[src/rtl/lc3_decode_stage.sv]
// ---------------------------------------------------------------------------
// lc3_decode_stage
//
// Registered decode stage of the LC-3 pipeline. On every rising clock edge
// with enable_decode high (and reset low) it captures the fetched instruction
// and its next-PC, and decodes the execute / writeback / memory control words
// directly from the incoming instruction word. All outputs are registers and
// hold their values while enable_decode is low, except decode_valid, which
// pulses for exactly one cycle per capture.
//
// Ports:
//   clock          in   sole clock, rising-edge
//   reset          in   synchronous active-high reset, priority over capture
//   enable_decode  in   capture strobe from fetch
//   dout[15:0]     in   instruction word from instruction memory
//   npc_in[15:0]   in   PC+1 of the instruction on dout
//   IR[15:0]       out  latched instruction
//   npc_out[15:0]  out  latched npc_in
//   E_Control[5:0] out  {alu_control[1:0], pcselect1[1:0], pcselect2, op2select}
//   W_Control[1:0] out  00 ALU/none, 01 memory data, 10 computed PC address
//   Mem_Control    out  1 = indirect access (LDI/STI)
//   decode_valid   out  one-cycle pulse after each capture
//   illegal_op     out  captured opcode is unsupported
// ---------------------------------------------------------------------------
module lc3_decode_stage (
  input  logic        clock,
  input  logic        reset,
  input  logic        enable_decode,
  input  logic [15:0] dout,
  input  logic [15:0] npc_in,
  output logic [15:0] IR,
  output logic [15:0] npc_out,
  output logic [5:0]  E_Control,
  output logic [1:0]  W_Control,
  output logic        Mem_Control,
  output logic        decode_valid,
  output logic        illegal_op
);

  // Decoded control fields for the instruction currently on dout
  logic [1:0]  alu_s;
  logic [1:0]  pcsel1_s;
  logic        pcsel2_s;
  logic        op2sel_s;
  logic [1:0]  wsel_s;
  logic        mem_s;
  logic        illegal_s;

  // Output registers and their next-state values
  logic [15:0] ir_q,      ir_d;
  logic [15:0] npc_q,     npc_d;
  logic [5:0]  e_ctrl_q,  e_ctrl_d;
  logic [1:0]  w_ctrl_q,  w_ctrl_d;
  logic        mem_q,     mem_d;
  logic        valid_q,   valid_d;
  logic        illegal_q, illegal_d;

  // Opcode decode of the incoming instruction word (not of IR)
  always_comb begin
    alu_s     = 2'b00;
    pcsel1_s  = 2'b00;
    pcsel2_s  = 1'b0;
    op2sel_s  = 1'b0;
    wsel_s    = 2'b00;
    mem_s     = 1'b0;
    illegal_s = 1'b0;
    case (dout[15:12])
      4'b0001: begin                       // ADD: bit 5 set means imm5
        op2sel_s = ~dout[5];
      end
      4'b0101: begin                       // AND
        alu_s    = 2'b01;
        op2sel_s = ~dout[5];
      end
      4'b1001: begin                       // NOT
        alu_s = 2'b10;
      end
      4'b0000: begin                       // BR
        pcsel1_s = 2'b01;
        pcsel2_s = 1'b1;
      end
      4'b1100: begin                       // JMP: base register + zero
        pcsel1_s = 2'b11;
      end
      4'b0010: begin                       // LD
        pcsel1_s = 2'b01;
        pcsel2_s = 1'b1;
        wsel_s   = 2'b01;
      end
      4'b0110: begin                       // LDR
        pcsel1_s = 2'b10;
        wsel_s   = 2'b01;
      end
      4'b1010: begin                       // LDI
        pcsel1_s = 2'b01;
        pcsel2_s = 1'b1;
        wsel_s   = 2'b01;
        mem_s    = 1'b1;
      end
      4'b1110: begin                       // LEA
        pcsel1_s = 2'b01;
        pcsel2_s = 1'b1;
        wsel_s   = 2'b10;
      end
      4'b0011: begin                       // ST
        pcsel1_s = 2'b01;
        pcsel2_s = 1'b1;
      end
      4'b0111: begin                       // STR
        pcsel1_s = 2'b10;
      end
      4'b1011: begin                       // STI
        pcsel1_s = 2'b01;
        pcsel2_s = 1'b1;
        mem_s    = 1'b1;
      end
      default: begin                       // 0100, 1000, 1101, 1111
        illegal_s = 1'b1;
      end
    endcase
  end

  // Next-state selection: capture on enable, otherwise hold (valid drops)
  always_comb begin
    ir_d      = ir_q;
    npc_d     = npc_q;
    e_ctrl_d  = e_ctrl_q;
    w_ctrl_d  = w_ctrl_q;
    mem_d     = mem_q;
    illegal_d = illegal_q;
    valid_d   = 1'b0;
    if (enable_decode) begin
      ir_d      = dout;
      npc_d     = npc_in;
      e_ctrl_d  = {alu_s, pcsel1_s, pcsel2_s, op2sel_s};
      w_ctrl_d  = wsel_s;
      mem_d     = mem_s;
      illegal_d = illegal_s;
      valid_d   = 1'b1;
    end else begin
      valid_d   = 1'b0;
    end
  end

  // Output registers with synchronous reset taking priority over capture
  always_ff @(posedge clock) begin
    if (reset) begin
      ir_q      <= 16'h0000;
      npc_q     <= 16'h0000;
      e_ctrl_q  <= 6'b000000;
      w_ctrl_q  <= 2'b00;
      mem_q     <= 1'b0;
      valid_q   <= 1'b0;
      illegal_q <= 1'b0;
    end else begin
      ir_q      <= ir_d;
      npc_q     <= npc_d;
      e_ctrl_q  <= e_ctrl_d;
      w_ctrl_q  <= w_ctrl_d;
      mem_q     <= mem_d;
      valid_q   <= valid_d;
      illegal_q <= illegal_d;
    end
  end

  assign IR           = ir_q;
  assign npc_out      = npc_q;
  assign E_Control    = e_ctrl_q;
  assign W_Control    = w_ctrl_q;
  assign Mem_Control  = mem_q;
  assign decode_valid = valid_q;
  assign illegal_op   = illegal_q;

endmodule

[config.mk]
export PLATFORM = sky130hd
export DESIGN_NAME = lc3_decode_stage
export DESIGN_NICKNAME = d
export VERILOG_FILES = /design/src/rtl/lc3_decode_stage.sv
export SDC_FILE = /design/constraint.sdc
export NUM_CORES = 1
export LEC_CHECK = 0
export BUFFER_PORTS_ARGS = -buffer_cell sky130_fd_sc_hd__buf_2
export CAP_MARGIN = 20
export CORE_MARGIN = 2
export CORE_UTILIZATION = 49
export CTS_CLUSTER_SIZE = 40
export DETAILED_ROUTE_END_ITERATION = 10
export GPL_TIMING_DRIVEN = 0
export HOLD_SLACK_MARGIN = 0.06
export PLACE_DENSITY = 0.8
export SYNTH_ARGS = -nofsm -noshare
export SYNTH_HDL_FRONTEND = slang
export SYNTH_SLANG_ARGS = --single-unit
[constraint.sdc]
create_clock -name clock -period 2.03 [get_ports clock]
set_input_delay 0.203 -clock clock [delete_from_list [all_inputs] [get_ports clock]]
set_output_delay 0.203 -clock clock [all_outputs]
set_load 0.01 [all_outputs]
==> reports/summary.json <==
{
  "flip_flop_and_latch_count_after_synthesis": {"value": 43},
  "totalWireLength": {"value": 3.50, "unit": "mm"},
  "yosys.cell_types.count": {"value": 27},
  "skew": {"value": 0, "unit": "ps"},
  "drive_gt1_frac": {"value": 0.398},
  "pwr-share-comb": {"value": 0.143},
  "num-fill-cells": {"value": 308},
  "synth_seq_area_share": {"value": 0.511},
  "finish.net_count": {"value": 278},
  "die_area": {"value": 3920, "unit": "um^2"},
  "cell_breakdown_of_the_critical_path": {"value": "buf_2"},
  "critPathMaxFanout": {"value": 2},
  "detailroute.via_count": {"value": 1410},
  "grt_setup_unrepaired": {"value": "false"},
  "n_antenna_cell": {"value": 0},
  "worst_pin_slew": {"value": 452, "unit": "ps"},
  "global_route.usage.total": {"value": 0.189},
  "cts_made_buffers": {"value": 5},
  "area.sequential": {"value": 861, "unit": "um^2"},
  "cp_top_family": {"value": "flip-flops"},
  "worstReg2RegStart": {"value": "E_Control[3]$_SDFFE_PP0P_"},
  "postSynthCellCount": {"value": 164},
  "timing.critical_path.slowest_cell_delay": {"value": 370, "unit": "ps"},
  "clock-sinks": {"value": 43},
  "last_weighted_congestion_value_of_the_routability_driven_placer": {"value": 0.769},
  "max_cap_viol_count": {"value": 0},
  "design.portCount": {"value": 78},
  "multi_input_area": {"value": 726, "unit": "um^2"},
  "power_report.internal_total": {"value": 1.30, "unit": "mW"},
  "cts_setup_buffers": {"value": 0},
  "die_w": {"value": 62.6, "unit": "um"},
  "hpwl": {"value": 2.59, "unit": "mm"},
  "total_power": {"value": 1.72, "unit": "mW"},
  "ctsRootBufferMaster": {"value": "sky130_fd_sc_hd__clkbuf_4"},
  "clk_pin_slew_worst_paths": {"value": 120, "unit": "ps"},
  "postRouteAntennaNets": {"value": 0},
  "final_max_slew_viol_count": {"value": 0},
  "grt_pass1_vias": {"value": 1289},
  "post_cts_resized": {"value": 0},
  "highest_ir_drop_seen_on_vdd": {"value": 492, "unit": "uV"},
  "initial_core_util": {"value": 0.509},
  "route.detailed.drc": {"value": 0},
  "finalWorstPathRequiredPeriod": {"value": 1050, "unit": "ps"},
  "hold-worst-slack": {"value": 79.4, "unit": "ps"},
  "most_frequent_standard_cell_in_the_layout_excluding_fill_and_tap_cells": {"value": "sky130_fd_sc_hd__buf_2"},
  "cts_h_tree_depth": {"value": 2},
  "hold_class": {"value": "input pin to flip-flop"},
  "highest_attainable_clock_frequency": {"value": 948, "unit": "MHz"},
  "grt_pass1_wl": {"value": 5.93, "unit": "mm"},
  "cp.arrival": {"value": 850, "unit": "ps"},
  "grt_max_degree": {"value": 14},
  "post_synth.cell_area_avg": {"value": 10.3, "unit": "um^2"},
  "hold_viol_final": {"value": 0},
  "drt_pass1_iterations": {"value": 4},
  "power.share.switching": {"value": 0.243},
  "critPathKind": {"value": "flip-flop to output port"},
  "p_per_area": {"value": 784, "unit": "nW/um^2"},
  "setup_violations": {"value": 0},
  "syn-cell-area": {"value": 1690, "unit": "um^2"},
  "critical_path.endpoint_type": {"value": "output port"},
  "mostFrequentLayoutCells": {"value": "sky130_fd_sc_hd__buf_2 (76), sky130_fd_sc_hd__dfxtp_1 (43), sky130_fd_sc_hd__nor2_1 (36), sky130_fd_sc_hd__mux2i_1 (33)"},
  "grt_antenna_before_repair": {"value": 0},
  "rows": {"value": 21},
  "io_buffer_count": {"value": 72},
  "min_period_over_period": {"value": 0.520},
  "total_leakage_power": {"value": 1.12, "unit": "nW"},
  "maxSlewHeadroom": {"value": 0.699},
  "cp_num_buf_inv": {"value": 1},
  "startpoint": {"value": "npc_out[14]$_SDFFE_PP0P_"},
  "cts_tree": {"value": "built"},
  "cts-root-to-sink-buffers": {"value": 2},
  "utilization": {"value": 0.661},
  "timing.hold.worst.start": {"value": "npc_in[4]"},
  "clock_power_share": {"value": 0.327},
  "detail_route.wl_per_cell": {"value": 12.1, "unit": "um"},
  "cpMaxStageDelayCell": {"value": "sky130_fd_sc_hd__dfxtp_1"},
  "outcome": {"value": "finished clean"},
  "totalNegativeSetupSlack": {"value": 0, "unit": "ps"},
  "power_switching": {"value": 0.417, "unit": "mW"},
  "area.growth.synth_to_final": {"value": 29.9, "unit": "%"},
  "drt_first_iter_violations": {"value": 43},
  "core_area": {"value": 3310, "unit": "um^2"},
  "drt-vias-per-instance": {"value": 4.86},
  "globalRouteOverflowTotal": {"value": 0},
  "timing.critical_path.required": {"value": 1830, "unit": "ps"},
  "post_cts_hold_buffer_count": {"value": 0},
  "synth_nets": {"value": 199},
  "clock_latency": {"value": 350, "unit": "ps"},
  "pwr-share-seq": {"value": 0.530},
  "synth.yosys.warnings": {"value": 0},
  "startpoint_type": {"value": "flip-flop"},
  "die_y": {"value": 62.6, "unit": "um"}
}
## cells by family (layout without fill, tap and decap cells)
kind of cell           count (synthesis)  in the layout  share of synthesized area
flip-flops                            43             43                      0.511
buffers and inverters                 16             96                     0.0586
AND/OR/NAND/NOR                       59             59                      0.173
AO/OA/AOI/OAI                         13             13                     0.0616
multiplexers                          33             33                      0.196
## power by group through the flow
| stage | Combinational (mW) | Sequential [mW] | Clock (mW) |
|---|---|---|---|
| after floorplan | 0.128 | 0.952 | 0 |
| after global placement | 0.244 | 0.928 | 0 |
| after detailed placement | 0.247 | 0.929 | 0 |
| after CTS | 0.248 | 0.911 | 0.569 |
| after global routing | 0.270 | 0.917 | 0.611 |
| final | 0.245 | 0.911 | 0.561 |
## registers in the layout, summed over array words and instances, names as in the netlist
register / count
E_Control: 6
IR: 16
Mem_Control: 1
W_Control: 2
decode_valid: 1
illegal_op: 1
npc_out: 16
## cell usage after synthesis (all sizes together)
| library cell | instances | area share |
|---|---|---|
| nand4 | 1 | 0.0037 |
| buf | 11 | 0.048 |
| nand3b | 1 | 0.0045 |
| nor4b | 1 | 0.0089 |
| mux2i | 33 | 0.20 |
| clkbuf | 4 | 0.0089 |
| and2b | 2 | 0.0097 |
| a211oi | 3 | 0.019 |
| or2 | 1 | 0.0037 |
| o311a | 1 | 0.013 |
| nand4b | 1 | 0.0052 |
| nand3 | 3 | 0.0089 |
| inv | 1 | 0.0022 |
| a311oi | 1 | 0.0052 |
| dfxtp | 43 | 0.51 |
| nor2b | 1 | 0.0037 |
| nor3b | 2 | 0.012 |
| nor2 | 36 | 0.080 |
| a31oi | 1 | 0.0037 |
| nand2b | 7 | 0.026 |
| nand2 | 3 | 0.0067 |
| a21oi | 7 | 0.021 |
## per-layer routing
| metal | vias to the layer above | wire [um] | track usage |
|---|---|---|---|
| met5 | - | 0 | 0 |
| met4 | 0 | 34 | 0.0500 |
| met3 | 4 | 212 | 0.0613 |
| met2 | 45 | 1690 | 0.324 |
| met1 | 658 | 1560 | 0.228 |
| li1 | 703 | - | - |
## final cells by class
cell class / instances / share of cell area
Clock inverter: 2 / 0.0160
Buffer: 15 / 0.0434
Sequential cell: 43 / 0.393
Timing Repair Buffer: 72 / 0.165
Clock buffer: 6 / 0.0234
Multi-Input combinational cell: 105 / 0.331
Tap cell: 46 / 0.0263
Inverter: 1 / 0.00171
## path summary, 6_finish.rpt
kind | to | slack [ps] | cells past startpoint
max | npc_out[14] | 980 | 1
min | npc_out[4]$_SDFFE_PP0P_ | 80 | 3
max reg2reg | E_Control[3]$_SDFFE_PP0P_ | 1310 | 2
min reg2reg | W_Control[1]$_SDFFE_PP0P_ | 470 | 2
## through the flow
stage	worst slack, ps	cells	instance area (um^2)
finish	975	290	2190
global route	915	290	2190
CTS	964	290	2190
detailed placement	945	282	2100
global placement	947	282	2100
floorplan	1110	164	1690
## worst register-to-register path, delay by kind of cell, from the launching register on
kind,cells,cell delay (ps)
AOI/OAI and AO/OA,1,210
DFF,1,360
muxes,1,70
Note: power is estimated with default switching activity, not from simulation.
